## config.mk

```make
export PLATFORM = sky130hd
export DESIGN_NAME = uio_arbiter
export DESIGN_NICKNAME = d
export VERILOG_FILES = /design/src/rtl/uio_arb_pkg.sv /design/src/rtl/uio_arb_hold_timer.sv /design/src/rtl/uio_arbiter.sv
export SDC_FILE = /design/constraint.sdc
export NUM_CORES = 1
export LEC_CHECK = 0
export ABC_CLOCK_PERIOD_IN_PS = 4400
export CAP_MARGIN = 20
export CORE_MARGIN = 5
export CORE_UTILIZATION = 45
export DETAILED_ROUTE_END_ITERATION = 8
export PLACE_DENSITY = 0.85
export SKIP_CTS_REPAIR_TIMING = 1
export SYNTH_ARGS = -nofsm -noshare
export SYNTH_HDL_FRONTEND = slang
export SYNTH_SLANG_ARGS = --single-unit
```

## constraint.sdc

```tcl
create_clock -name clk -period 4.4 [get_ports clk]
set_input_delay 0.44 -clock clk [delete_from_list [all_inputs] [get_ports clk]]
set_output_delay 0.44 -clock clk [all_outputs]
set_load 0.01 [all_outputs]
```

## src/rtl/uio_arb_pkg.sv

```systemverilog
// uio_arb_pkg: shared types for the uio pad-bank arbiter.
// Provides the FSM state enum, owner encoding and the pad width.
package uio_arb_pkg;

   localparam int UIO_W = 8;

   typedef enum logic [1:0] {
      ST_IDLE,
      ST_OWN_A,
      ST_OWN_B,
      ST_TURN
   } arb_state_t;

   typedef enum logic [1:0] {
      OWN_NONE,
      OWN_A,
      OWN_B
   } owner_t;

endpackage

```

## src/rtl/uio_arb_hold_timer.sv

```systemverilog
// uio_arb_hold_timer: saturating grant-hold counter and turnaround timer.
// Ports: clear/hold_en drive the hold count, hold_max flags the limit;
//        start loads the turnaround, turn_en counts it, expired ends it.
module uio_arb_hold_timer
   import uio_arb_pkg::*;
#(
   parameter int MAX_HOLD          = 16,
   parameter int TURNAROUND_CYCLES = 1
) (
   input  logic clk,
   input  logic rst_n,
   input  logic clear,
   input  logic hold_en,
   input  logic start,
   input  logic turn_en,
   output logic hold_max,
   output logic expired
);

   // One spare bit keeps a MAX_HOLD of 0 (preemption off) legal.
   localparam int HW = (MAX_HOLD > 0) ? $clog2(MAX_HOLD + 1) : 1;
   localparam logic [HW-1:0] HOLD_LIM = HW'(MAX_HOLD);
   localparam logic [2:0] TURN_LOAD = 3'(TURNAROUND_CYCLES - 1);

   logic [HW-1:0] hold_cnt;
   logic [2:0]    turn_cnt;

   always_ff @(posedge clk) begin
      if (!rst_n) begin
         hold_cnt <= '0;
      end else if (clear) begin
         hold_cnt <= '0;
      end else if (hold_en && hold_cnt != HOLD_LIM) begin
         hold_cnt <= hold_cnt + HW'(1);
      end
   end

   // Loaded with N-1 so the TURN state lasts exactly N cycles.
   always_ff @(posedge clk) begin
      if (!rst_n) begin
         turn_cnt <= 3'd0;
      end else if (start) begin
         turn_cnt <= TURN_LOAD;
      end else if (turn_en && turn_cnt != 3'd0) begin
         turn_cnt <= turn_cnt - 3'd1;
      end
   end

   assign hold_max = (MAX_HOLD != 0) && (hold_cnt == HOLD_LIM);
   assign expired  = (turn_cnt == 3'd0);

endmodule

```

## src/rtl/uio_arbiter.sv

```systemverilog
// uio_arbiter: round-robin owner of the 8-bit uio pad bank, A vs B.
// Ports: req/out/oe/gnt per requester, uio_in/out/oe pads, rd_data, busy.
module uio_arbiter
   import uio_arb_pkg::*;
#(
   parameter int TURNAROUND_CYCLES = 1,
   parameter int MAX_HOLD          = 16
) (
   input  logic             clk,
   input  logic             rst_n,
   input  logic             req_a,
   input  logic [UIO_W-1:0] a_out,
   input  logic [UIO_W-1:0] a_oe,
   output logic             gnt_a,
   input  logic             req_b,
   input  logic [UIO_W-1:0] b_out,
   input  logic [UIO_W-1:0] b_oe,
   output logic             gnt_b,
   input  logic [UIO_W-1:0] uio_in,
   output logic [UIO_W-1:0] rd_data,
   output logic [UIO_W-1:0] uio_out,
   output logic [UIO_W-1:0] uio_oe,
   output logic             busy
);

   arb_state_t state, state_nx;
   owner_t     last_gnt;

   logic a_wins, b_wins;
   logic grant_a, grant_b;
   logic start_turn;
   logic hold_max, turn_done;

   // Contention goes to whoever was not granted last.
   assign a_wins = req_a && (!req_b || last_gnt != OWN_A);
   assign b_wins = req_b && !a_wins;

   always_comb begin
      state_nx   = state;
      grant_a    = 1'b0;
      grant_b    = 1'b0;
      start_turn = 1'b0;
      unique case (state)
         ST_IDLE: begin
            unique case (1'b1)
               a_wins: begin
                  state_nx = ST_OWN_A;
                  grant_a  = 1'b1;
               end
               b_wins: begin
                  state_nx = ST_OWN_B;
                  grant_b  = 1'b1;
               end
               default: ;
            endcase
         end
         ST_OWN_A: begin
            if (!req_a || (hold_max && req_b)) begin
               state_nx   = ST_TURN;
               start_turn = 1'b1;
            end
         end
         ST_OWN_B: begin
            if (!req_b || (hold_max && req_a)) begin
               state_nx   = ST_TURN;
               start_turn = 1'b1;
            end
         end
         ST_TURN: begin
            if (turn_done) state_nx = ST_IDLE;
         end
         default: state_nx = ST_IDLE;
      endcase
   end

   uio_arb_hold_timer #(
      .MAX_HOLD          (MAX_HOLD),
      .TURNAROUND_CYCLES (TURNAROUND_CYCLES)
   ) u_timer (
      .clk      (clk),
      .rst_n    (rst_n),
      .clear    (grant_a | grant_b),
      .hold_en  (gnt_a | gnt_b),
      .start    (start_turn),
      .turn_en  (state == ST_TURN),
      .hold_max (hold_max),
      .expired  (turn_done)
   );

   // Pads are driven from the next state, so the granting edge
   // already carries the new owner's data and enables.
   always_ff @(posedge clk) begin
      if (!rst_n) begin
         state    <= ST_IDLE;
         last_gnt <= OWN_NONE;
         rd_data  <= '0;
         uio_out  <= '0;
         uio_oe   <= '0;
      end else begin
         state   <= state_nx;
         rd_data <= uio_in;
         if (grant_a) last_gnt <= OWN_A;
         else if (grant_b) last_gnt <= OWN_B;
         unique case (state_nx)
            ST_OWN_A: begin
               uio_out <= a_out & a_oe;
               uio_oe  <= a_oe;
            end
            ST_OWN_B: begin
               uio_out <= b_out & b_oe;
               uio_oe  <= b_oe;
            end
            default: begin
               uio_out <= '0;
               uio_oe  <= '0;
            end
         endcase
      end
   end

   assign gnt_a = (state == ST_OWN_A);
   assign gnt_b = (state == ST_OWN_B);
   assign busy  = (state != ST_IDLE);

endmodule

```

==> reports/metrics.yaml <==
synth_top_area_share_pct: 44.3
ys_seq_area_share_pct: 44.3
synth_nets: 230
drt_iter0_drc: 79
clock_skew_ns: 0.00719
synth_compound_area_share_pct: 16.1
die_h_um: 70.1
holdCritStartpoint: "last_gnt[1]$_SDFFE_PP0P_"
portBuffers: 70
htree_levels: 2
synth-simple-area-share_pct: 20.7
final.setup.tns_ns: 0
synth_top_family_by_area: "simple AND/OR/NAND/NOR gates"
yosys_register_bits: 36
period_needed_ns: 2.78
yosysTopAreaCell: "dfxtp_1"
path_buf_inv: 1
finalSetupViolations: 0
post_drt_wl_per_cell_um: 15.0
worstSetupPathType: "reg2reg"
diodes: 0
dieArea_um2: 4920
io_pins: 71
path_cells: "inv_1 > ha_1 > or4b_1 > a21oi_2 > nor3_1 > ha_1 > nand2b_1 > nor2_1"
irDropWorstVdd_uv: 487
p_total_mw: 1.29
hold_viol_final: 0
synth_edf_count: 0
r2r-end: "uio_oe[1]$_SDFF_PN0_"
synth_xor_area_share_pct: 1.61
tightest_slew_ns: 0.634
synth_area_leaders: "dfxtp_1, ha_1, nand3_1, a22oi_1, a21oi_1"
critPathMaxStageDelay_ns: 0.55
p_per_area_nw_per_um2: 539
cts_tree: "yes"
rsz0062_at_grt: "no"
final_nets: 297
clock_sinks: 36
path_clk_slew_ns: 0.11
viasPerCell: 5.24
postRouteAntennaNets: 0
grt_max_degree: 17
drive_above_1_share_pct: 5.76
placed_cell_area_um2: 2330
cp.required_ns: 4.61
min_to: "last_gnt[1]$_SDFFE_PP0P_"
power_leakage_nw: 0.860
syn_area_per_cell_um2: 9.30
ff2ff_path_depth: 8
area_delta_synth_final_pct: 47.0
fmax_mhz: 360
cts_made_buffers: 5
antenna_found_initial: 0
num_rows: 21
finalMaxSlewViolations: 0
clk_path_buf_depth: 2
netlist_area_um2: 1630
hp-class: "reg2reg"
synth.mux.area_fraction_pct: 2.77
crit_arrival_ns: 2.99
grt_pass1_vias: 1407
nFillCells: 265
max_slew_margin_pct: 57.8
hold_path_depth: 2
overflow: 0
start_util_pct: 47.7
cpMaxStageDelayCell: "or4b_1"
cp-start-kind: "register"
critPathMostFrequentCell: "ha_1"
syn-instance-count: 175
yosysUniqueCellTypes: 37
ys_async_sr_fraction_pct: 0
final_area_um2: 2390
ys.warnings.count: 0
clkLatencyLatePin_ns: 0.35
dr.pass1.iters: 4
status: "completed"
routabilityCongestion: 0.848
synth_fa_ha_area_share_pct: 8.46
synthTopCellsByCount: "dfxtp_1, nand3_1, a21oi_1, inv_1"
routed_wl_mm: 4.33
die_x_um: 70.1
max_cap_violations: 0
regToRegStartpoint: "state[1]$_SDFF_PN0_"
post-dp-hpwl_mm: 3.33
setup.worst_path.end_class: "register"
grt_pass1_wl_mm: 7.01
path_max_fanout: 16
remaining_drc_errors: 0
synth.most_common_cell: "dfxtp_1"
synth_flop_cell: "dfxtp_1"
cts_root_buf: "clkbuf_4"
layout_worst_path_cycle_share_pct: 63.1
cp_top_family: "simple AND/OR/NAND/NOR gates"
core_region_area_um2: 3420
regToRegSetupSlack_ns: 1.62
grt.total_usage_pct: 17.9
vias: 1513
## worst register-to-register path, delay by kind of cell, from the launching register on
kind	cells	cell delay [ns]
AO/OA/AOI/OAI	1	0.16
adder cells (fa/ha/maj)	2	0.58
buffers and inverters	1	0.14
flip-flops	1	0.49
AND/OR/NAND/NOR	4	1.28
## per-layer routing
metal,up-vias,global-route usage [%],part of all wire (%)
li1,753,-,-
met1,702,21.2,42
met2,49,31.5,51
met3,9,4.02,5.5
met4,0,6.38,1.7
met5,-,0,0
## layout by cell type (no fill, tap or decap), types with 4 or more instances in the layout
| cell | n |
|---|---|
| a21oi_1 | 14 |
| a22oi_1 | 10 |
| and2_1 | 8 |
| clkbuf_4 | 5 |
| clkdlybuf4s50_1 | 70 |
| dfxtp_1 | 36 |
| ha_1 | 11 |
| inv_1 | 12 |
| mux2_2 | 4 |
| nand2_1 | 6 |
| nand2b_1 | 5 |
| nand3_1 | 18 |
| nor2_1 | 11 |
## where the power goes
group,internal [mW],total [mW],switching (mW)
clock network,0.0782,0.191,0.113
registers,0.391,0.430,0.0391
logic,0.305,0.668,0.363
## final cells by class
cell class / instances / area [um^2] / area share [%]
Sequential cell: 36 / 721 / 30.1
Timing Repair Buffer: 70 / 701 / 29.3
Clock buffer: 7 / 55.1 / 2.30
Tap cell: 46 / 57.6 / 2.40
Inverter: 12 / 45.0 / 1.88
Clock inverter: 1 / 7.51 / 0.314
Multi-Input combinational cell: 117 / 807 / 33.7
## cells by family (layout without fill, tap and decap cells)
family | after synthesis | in the layout
simple gates | 60 | 60
fa+ha+maj | 11 | 11
mux | 4 | 4
buf+inv | 22 | 90
compound gates | 39 | 39
xor+xnor | 3 | 3
flops | 36 | 36
## worst max-delay path by stage
stage	from	to	cells after the start
final	state[1]$_SDFF_PN0_	uio_oe[1]$_SDFF_PN0_	8
after global routing	state[1]$_SDFF_PN0_	uio_out[3]$_SDFF_PN0_	8
after CTS	state[1]$_SDFF_PN0_	uio_oe[1]$_SDFF_PN0_	8
after detailed placement	req_a	uio_oe[1]$_SDFF_PN0_	7
after global placement	req_a	uio_oe[7]$_SDFF_PN0_	7
after floorplan	state[1]$_SDFF_PN0_	uio_oe[0]$_SDFF_PN0_	10
## state kept, by name, summed over array words and instances (netlist names)
register	flops
u_timer.hold_cnt	5
rd_data	8
uio_out	8
state	2
uio_oe	8
u_timer.turn_cnt	3
last_gnt	2
## through the flow
stage | util, % | hold slack (ns) | worst slack, ns | cells
after detailed placement | 68.2 | 0.513 | 1.50 | 281
after global routing | 70.1 | 0.575 | 1.44 | 289
after floorplan | - | 0.475 | 1.90 | 175
after global placement | 68.2 | 0.501 | 1.64 | 281
final | 70.1 | 0.529 | 1.62 | 289
after CTS | 70.1 | 0.528 | 1.65 | 289
Power figures use the tool's default switching activity.
